`src/rtl/nios_rom_arbiter_if.sv`:
```
// One Avalon-MM requester of the shared program memory: command strobes in, stall and read return out.
`timescale 1ns/1ps
interface nios_rom_arbiter_if #(
    parameter int ADDR_W = 13,
    parameter int DATA_W = 32
);
    logic                read;
    logic                write;
    logic [ADDR_W-1:0]   address;
    logic [DATA_W/8-1:0] byteenable;
    logic [DATA_W-1:0]   writedata;
    logic                debugaccess;
    logic                waitrequest;
    logic [DATA_W-1:0]   readdata;
    logic                readdatavalid;

    modport master (
        output read, write, address, byteenable, writedata, debugaccess,
        input  waitrequest, readdata, readdatavalid
    );

    modport slave (
        input  read, write, address, byteenable, writedata, debugaccess,
        output waitrequest, readdata, readdatavalid
    );
endinterface

```
`src/rtl/nios_rom_arbiter.sv`:
```
// Shares one single-port memory between m0 (Nios) and m1 (pixel fetch); grant in the request cycle, read data 1 cycle later,
// losers stall on waitrequest and m0 is served after BURST_MAX contended m1 wins. NIOS_ROM_ARB_WRITE_EN enables debug writes.
`timescale 1ns/1ps
module nios_rom_arbiter #(
    parameter int ADDR_W    = 13,
    parameter int DATA_W    = 32,
    parameter int BURST_MAX = 4
) (
    input  logic                clk,
    input  logic                reset,
    nios_rom_arbiter_if.slave   m0,
    nios_rom_arbiter_if.slave   m1,
    output logic [ADDR_W-1:0]   mem_address,
    output logic [DATA_W/8-1:0] mem_byteenable,
    output logic [DATA_W-1:0]   mem_writedata,
    output logic                mem_chipselect,
    output logic                mem_write,
    output logic                mem_debugaccess,
    output logic                mem_clken,
    input  logic [DATA_W-1:0]   mem_readdata,
    output logic                wr_drop
);
    localparam int              CNT_W   = $clog2(BURST_MAX + 1);
    localparam logic [CNT_W-1:0] CNT_MAX = CNT_W'(BURST_MAX);

    logic                req0, req1, gnt0, gnt1, gnt;
    logic                sel_wr, sel_dbg, wr_ok;
    logic [CNT_W-1:0]    burst_cnt_d, burst_cnt_q;
    logic [1:0]          rd_owner_d, rd_owner_q;
    logic                wr_drop_d, wr_drop_q;
    logic [ADDR_W-1:0]   addr_hold_d, addr_hold_q;
    logic [DATA_W/8-1:0] be_hold_d, be_hold_q;
    logic [DATA_W-1:0]   wdata_hold_d, wdata_hold_q;

    always_comb begin
        req0 = m0.read | m0.write;
        req1 = m1.read | m1.write;
        gnt1 = ~reset & req1 & (~req0 | (burst_cnt_q < CNT_MAX));
        gnt0 = ~reset & req0 & ~gnt1;
        gnt  = gnt0 | gnt1;

        // write strobe dominates read when a master raises both
        sel_wr  = gnt1 ? m1.write       : m0.write;
        sel_dbg = gnt1 ? m1.debugaccess : m0.debugaccess;
`ifdef NIOS_ROM_ARB_WRITE_EN
        wr_ok           = sel_dbg;
        mem_debugaccess = gnt & sel_dbg;
`else
        wr_ok           = sel_dbg & 1'b0;
        mem_debugaccess = 1'b0;
`endif
        mem_chipselect = gnt;
        mem_write      = gnt & sel_wr & wr_ok;
        mem_clken      = 1'b1;

        mem_address    = addr_hold_q;
        mem_byteenable = be_hold_q;
        mem_writedata  = wdata_hold_q;
        if (gnt1) begin
            mem_address    = m1.address;
            mem_byteenable = m1.byteenable;
            mem_writedata  = m1.writedata;
        end else if (gnt0) begin
            mem_address    = m0.address;
            mem_byteenable = m0.byteenable;
            mem_writedata  = m0.writedata;
        end
        addr_hold_d  = mem_address;
        be_hold_d    = mem_byteenable;
        wdata_hold_d = mem_writedata;

        burst_cnt_d = burst_cnt_q;
        if (~req0 | gnt0) begin
            burst_cnt_d = '0;
        end else if (gnt1 && burst_cnt_q < CNT_MAX) begin
            burst_cnt_d = burst_cnt_q + CNT_W'(1);
        end

        rd_owner_d = {gnt & ~sel_wr, gnt1};
        wr_drop_d  = wr_drop_q | (gnt & sel_wr & ~wr_ok);
    end

    always_ff @(posedge clk) begin
        if (reset) begin
            burst_cnt_q <= '0;
            rd_owner_q  <= '0;
            wr_drop_q   <= 1'b0;
        end else begin
            burst_cnt_q <= burst_cnt_d;
            rd_owner_q  <= rd_owner_d;
            wr_drop_q   <= wr_drop_d;
        end
    end

    always_ff @(posedge clk) begin
        addr_hold_q  <= addr_hold_d;
        be_hold_q    <= be_hold_d;
        wdata_hold_q <= wdata_hold_d;
    end

    // readdatavalid is gated by reset so a read granted just before reset never returns
    assign m0.waitrequest   = reset | (req0 & ~gnt0);
    assign m1.waitrequest   = reset | (req1 & ~gnt1);
    assign m0.readdatavalid = ~reset & rd_owner_q[1] & ~rd_owner_q[0];
    assign m1.readdatavalid = ~reset & rd_owner_q[1] &  rd_owner_q[0];
    assign m0.readdata      = mem_readdata;
    assign m1.readdata      = mem_readdata;
    assign wr_drop          = wr_drop_q;
endmodule

```
`src/flat_wrapper.sv`:
```
// flat-port wrapper written by rule: the top's interface ports become plain ports
module nios_rom_arbiter_flat 
#(
    parameter int ADDR_W    = 13,
    parameter int DATA_W    = 32,
    parameter int BURST_MAX = 4
)
  (clk, reset, mem_address, mem_byteenable, mem_writedata, mem_chipselect, mem_write, mem_debugaccess, mem_clken, mem_readdata, wr_drop, m0_read, m0_write, m0_address, m0_byteenable, m0_writedata, m0_debugaccess, m0_waitrequest, m0_readdata, m0_readdatavalid, m1_read, m1_write, m1_address, m1_byteenable, m1_writedata, m1_debugaccess, m1_waitrequest, m1_readdata, m1_readdatavalid);
  nios_rom_arbiter_if #(.ADDR_W(ADDR_W), .DATA_W(DATA_W)) m0_i ();
  nios_rom_arbiter_if #(.ADDR_W(ADDR_W), .DATA_W(DATA_W)) m1_i ();
  input  logic clk;
  input  logic reset;
  output logic [ADDR_W-1:0] mem_address;
  output logic [DATA_W/8-1:0] mem_byteenable;
  output logic [DATA_W-1:0] mem_writedata;
  output logic mem_chipselect;
  output logic mem_write;
  output logic mem_debugaccess;
  output logic mem_clken;
  input  logic [DATA_W-1:0] mem_readdata;
  output logic wr_drop;
  input wire logic [$bits(m0_i.read)-1:0] m0_read;
  input wire logic [$bits(m0_i.write)-1:0] m0_write;
  input wire logic [$bits(m0_i.address)-1:0] m0_address;
  input wire logic [$bits(m0_i.byteenable)-1:0] m0_byteenable;
  input wire logic [$bits(m0_i.writedata)-1:0] m0_writedata;
  input wire logic [$bits(m0_i.debugaccess)-1:0] m0_debugaccess;
  output wire logic [$bits(m0_i.waitrequest)-1:0] m0_waitrequest;
  output wire logic [$bits(m0_i.readdata)-1:0] m0_readdata;
  output wire logic [$bits(m0_i.readdatavalid)-1:0] m0_readdatavalid;
  input wire logic [$bits(m1_i.read)-1:0] m1_read;
  input wire logic [$bits(m1_i.write)-1:0] m1_write;
  input wire logic [$bits(m1_i.address)-1:0] m1_address;
  input wire logic [$bits(m1_i.byteenable)-1:0] m1_byteenable;
  input wire logic [$bits(m1_i.writedata)-1:0] m1_writedata;
  input wire logic [$bits(m1_i.debugaccess)-1:0] m1_debugaccess;
  output wire logic [$bits(m1_i.waitrequest)-1:0] m1_waitrequest;
  output wire logic [$bits(m1_i.readdata)-1:0] m1_readdata;
  output wire logic [$bits(m1_i.readdatavalid)-1:0] m1_readdatavalid;
  assign m0_i.read = m0_read;
  assign m0_i.write = m0_write;
  assign m0_i.address = m0_address;
  assign m0_i.byteenable = m0_byteenable;
  assign m0_i.writedata = m0_writedata;
  assign m0_i.debugaccess = m0_debugaccess;
  assign m0_waitrequest = m0_i.waitrequest;
  assign m0_readdata = m0_i.readdata;
  assign m0_readdatavalid = m0_i.readdatavalid;
  assign m1_i.read = m1_read;
  assign m1_i.write = m1_write;
  assign m1_i.address = m1_address;
  assign m1_i.byteenable = m1_byteenable;
  assign m1_i.writedata = m1_writedata;
  assign m1_i.debugaccess = m1_debugaccess;
  assign m1_waitrequest = m1_i.waitrequest;
  assign m1_readdata = m1_i.readdata;
  assign m1_readdatavalid = m1_i.readdatavalid;
  nios_rom_arbiter #(.ADDR_W(ADDR_W), .DATA_W(DATA_W), .BURST_MAX(BURST_MAX)) u_core (.clk(clk), .reset(reset), .m0(m0_i), .m1(m1_i), .mem_address(mem_address), .mem_byteenable(mem_byteenable), .mem_writedata(mem_writedata), .mem_chipselect(mem_chipselect), .mem_write(mem_write), .mem_debugaccess(mem_debugaccess), .mem_clken(mem_clken), .mem_readdata(mem_readdata), .wr_drop(wr_drop));
endmodule
```
`config.mk`:
```
export PLATFORM = sky130hd
export DESIGN_NAME = nios_rom_arbiter_flat
export DESIGN_NICKNAME = d
export VERILOG_FILES = /design/src/rtl/nios_rom_arbiter_if.sv /design/src/rtl/nios_rom_arbiter.sv /design/src/flat_wrapper.sv
export SDC_FILE = /design/constraint.sdc
export NUM_CORES = 1
export LEC_CHECK = 0
export ABC_AREA = 1
export CORE_MARGIN = 3
export CORE_UTILIZATION = 30
export DETAILED_ROUTE_END_ITERATION = 8
export PLACE_DENSITY = 0.78
export SYNTH_ARGS = -nofsm -noshare
export SYNTH_HDL_FRONTEND = slang
export SYNTH_SLANG_ARGS = --single-unit
```
`constraint.sdc`:
```
create_clock -name clk -period 1.8 [get_ports clk]
set_clock_uncertainty 0.05 [all_clocks]
set_input_delay 0.36 -clock clk [delete_from_list [all_inputs] [get_ports clk]]
set_output_delay 0.36 -clock clk [all_outputs]
set_load 0.01 [all_outputs]
```
==> flow_metrics.tcl <==
set metrics [dict create \
    async_flop_share 0 \
    met1Wirelength_um 4623 \
    period_needed_ns 1.897 \
    top_layer "met4" \
    yosys_most_used_dff "dfxtp_1" \
    r2r-start "u_core.burst_cnt_q[2]" \
    endpoint "mem_address[12]" \
    wl_per_cell_um 18.72 \
    drive_gt1_frac 0.5046 \
    synth_top_area_cell "dfxtp_1" \
    violations "negative setup slack" \
    drt_iter0_markers 58 \
    path_cells "buf_6, nor2_4, nor2_4, buf_6, nor2_4, buf_12, buf_12, buf_16, nand2_4, nand3_4, buf_6" \
    synth_area_sq_um 2784 \
    die_w_um 102.3 \
    die_y_um 102.3 \
    seq_power_share 0.377 \
    start_util 0.3146 \
    row_count 34 \
    antenna_cells 0 \
    area_delta_synth_final_pct 107.2 \
    grt_max_degree 26 \
    synth.area.top_cells "dfxtp_1 40%, buf_4 18%, nand3_1 18%" \
    wl_met3_um 867 \
    grt_pass1_vias 3292 \
    clkSlewWorstSetupHoldPaths_ns 0.09 \
    finalWorstSetupSlack_ns -0.09652 \
    synth_common_cells "104 x nand2_1, 101 x nand3_1, 68 x buf_4" \
    slowest_stage "buf_12" \
    p_leak_nw 2.797 \
    globalRouteTotalUtil 0.2025 \
    comb_power_share 0.431 \
    clkPwrFrac 0.192 \
    portBuffers 158 \
    required_ns 1.39 \
    drt_pass1_iterations 4 \
    synth_cell_type_count 17 \
    p_per_area_nw_per_um2 669.1 \
    yosysMostFrequentCell "nand2_1" \
    synth.avg_cell_area_sq_um 7.464 \
    slew_viol_final 0 \
    cts-htree-levels 2 \
    p_total_w 0.003859 \
    r2r_end "u_core.wdata_hold_q[16]" \
    fmax_ghz 0.5273 \
    yosysSeqAreaShare 0.3955 \
    ys_ff_latch 55 \
    min_period_over_period 1.054 \
    synthCells 373 \
    outcome "finished with violations" \
    path_buf_inv 6 \
    startpoint "m1_read" \
    grt_pass1_wl_um 16440 \
    drc 0 \
    ff2ff_setup_slack_ns 0.04 \
    clock-sinks 55 \
    globalRouteOverflowTotal 0 \
    via_per_inst 4.884 \
    synth_top_area_frac 0.3955 \
    cp_max_fo 5 \
    place_area_sq_um 4105 \
    hold_depth 4 \
    reg2reg_depth 11 \
    crit_cells 11 \
    antenna_found_initial 0 \
    maxCapViolations 0 \
    finalHoldViolations 0 \
    rsz0062_at_grt "true" \
    place_congestion 0.7499 \
    dr_wl_met2_um 6313 \
    vias 3160 \
    p_sw_frac 0.3003 \
    hpwlAfterDp_um 6322 \
    root_buffer "clkbuf_8" \
    power.internal_w 0.002700 \
    final_cell_area_sq_um 5768 \
    critPathKind "input pin to output port" \
    cpPeakStageDelay_ns 0.14 \
    dp.cells 573 \
    cts_made_buffers 5 \
    hold_class "input pin to flip-flop" \
    cts_max_path_buffers 2 \
    wirelength_um 12120 \
    clock_latency_ns 0.29 \
    cp_top_family "buffers and inverters" \
    finalSetupViolations 50 \
    p_sw_w 0.001159 \
    ioPinCount 260 \
    dieArea_sq_um 10470 \
    layout.nets 677 \
    fin_cells 647 \
    crit_path_end_kind "output port" \
    antenna_left 0 \
    synth_edf_count 0 \
    crit_path_start_kind "input pin" \
    yosysWarningCount 0 \
    peakVddDrop_v 0.0003729 \
    arrival_ns 1.49 \
    tritoncts "yes" \
    coreArea_sq_um 8848 \
]
[per-stage QoR]
| stage | hold slack [ns] | setup TNS [ns] | setup WS, ns | utilization |
|---|---|---|---|---|
| final | 0.3307 | -3.015 | -0.09652 | 0.6519 |
| after global routing | 0.3615 | -6.235 | -0.1575 | 0.6519 |
| after CTS | 0.3144 | -3.869 | -0.1650 | 0.5926 |
| after detailed placement | 0.3639 | -44.52 | -0.8664 | 0.4639 |
| after global placement | 0.3528 | -42.18 | -0.8204 | 0.4639 |
| after floorplan | 0.3492 | 0 | 0.3241 | - |
[cell type report]
cell class	count	area (sq um)
fillers	660	3080
clock buffers	8	100.1
multi-input cells	223	1719
repair buffers	244	2668
flip-flops and latches	55	1102
inverters	9	43.79
well taps	108	135.1
[power by group through the flow]
stage          clock network, W  logic (W)  registers (W)
6_report               0.000743    0.00166        0.00146
5_1_grt                0.000814    0.00175        0.00146
4_1_cts                0.000769    0.00143        0.00144
3_5_place_dp                  0    0.00104        0.00144
3_3_place_gp                  0    0.00102        0.00143
2_1_floorplan                 0   0.000536        0.00143
[worst min-delay path: cells and delay by family]
family | cells | cell delay, ns
buf+inv | 2 | 0.11
simple gates | 1 | 0.10
compound gates | 1 | 0.07
[placed cells by master, fill, tap and decap left out]
| cell type | netlist | final |
|---|---|---|
| nand3_4 | 0 | 13 |
| a21oi_1 | 1 | 1 |
| inv_1 | 5 | 4 |
| o21ai_4 | 0 | 1 |
| clkbuf_1 | 0 | 1 |
| dfxtp_2 | 0 | 1 |
| inv_8 | 0 | 1 |
| nor2_1 | 5 | 5 |
| conb_1 | 2 | 3 |
| clkbuf_8 | 0 | 7 |
| nand2_2 | 2 | 10 |
| o21ai_0 | 2 | 2 |
| inv_4 | 0 | 1 |
| nand2_1 | 104 | 68 |
| ha_1 | 1 | 1 |
| nand3_2 | 0 | 62 |
| buf_4 | 68 | 55 |
| buf_12 | 0 | 12 |
| clkdlybuf4s50_1 | 0 | 99 |
| clkbuf_2 | 0 | 1 |
| dfxtp_1 | 55 | 54 |
| buf_2 | 12 | 3 |
| dlygate4sd2_1 | 0 | 2 |
| buf_16 | 0 | 9 |
| clkbuf_16 | 0 | 2 |
| inv_2 | 4 | 3 |
| nand2_4 | 0 | 28 |
| buf_6 | 7 | 60 |
| nand3_1 | 101 | 26 |
| dlymetal6s2s_1 | 0 | 1 |
| nor2_4 | 2 | 3 |
[what timing repair did]
item	CTS	global route
pin swaps	20	37
resized for setup	373	86
hold buffers	0	0
gates cloned	9	3
setup endpoints to repair	54	56
buffers inserted	45	14
[worst min path at each step]
stage | end | start | slack, ns
after floorplan | u_core.burst_cnt_q[0] | u_core.burst_cnt_q[0] | 0.35
after global placement | u_core.burst_cnt_q[0] | u_core.burst_cnt_q[0] | 0.35
after detailed placement | u_core.burst_cnt_q[0] | u_core.burst_cnt_q[0] | 0.36
after CTS | u_core.rd_owner_q[1] | m1_write | 0.31
after global routing | u_core.rd_owner_q[1] | m1_write | 0.36
final | u_core.rd_owner_q[1] | m1_write | 0.33
[cell families (layout without fill, tap and decap cells)]
logic type / after synthesis / after routing / share of synthesized area
AND/OR/NAND/NOR: 215 / 215 / 0.3434
buffers and inverters: 96 / 261 / 0.2454
flip-flops: 55 / 55 / 0.3955
AO/OA/AOI/OAI: 4 / 4 / 0.008538
other: 2 / 3 / 0.002698
adder cells (fa/ha/maj): 1 / 1 / 0.004494
[routing by layer]
layer	global-route usage	vias to the layer above
met3	0.05392	34
met5	0	-
met4	0.07972	0
met1	0.2266	1503
met2	0.3643	152
li1	-	1471
[state kept, by name, summed over array words and instances (netlist names)]
register / count
u_core.addr_hold_q: 13
u_core.be_hold_q: 4
u_core.rd_owner_q: 2
u_core.burst_cnt_q: 3
u_core.wdata_hold_q: 32
u_core.wr_drop: 1
Note: power is estimated with default switching activity, not from simulation.
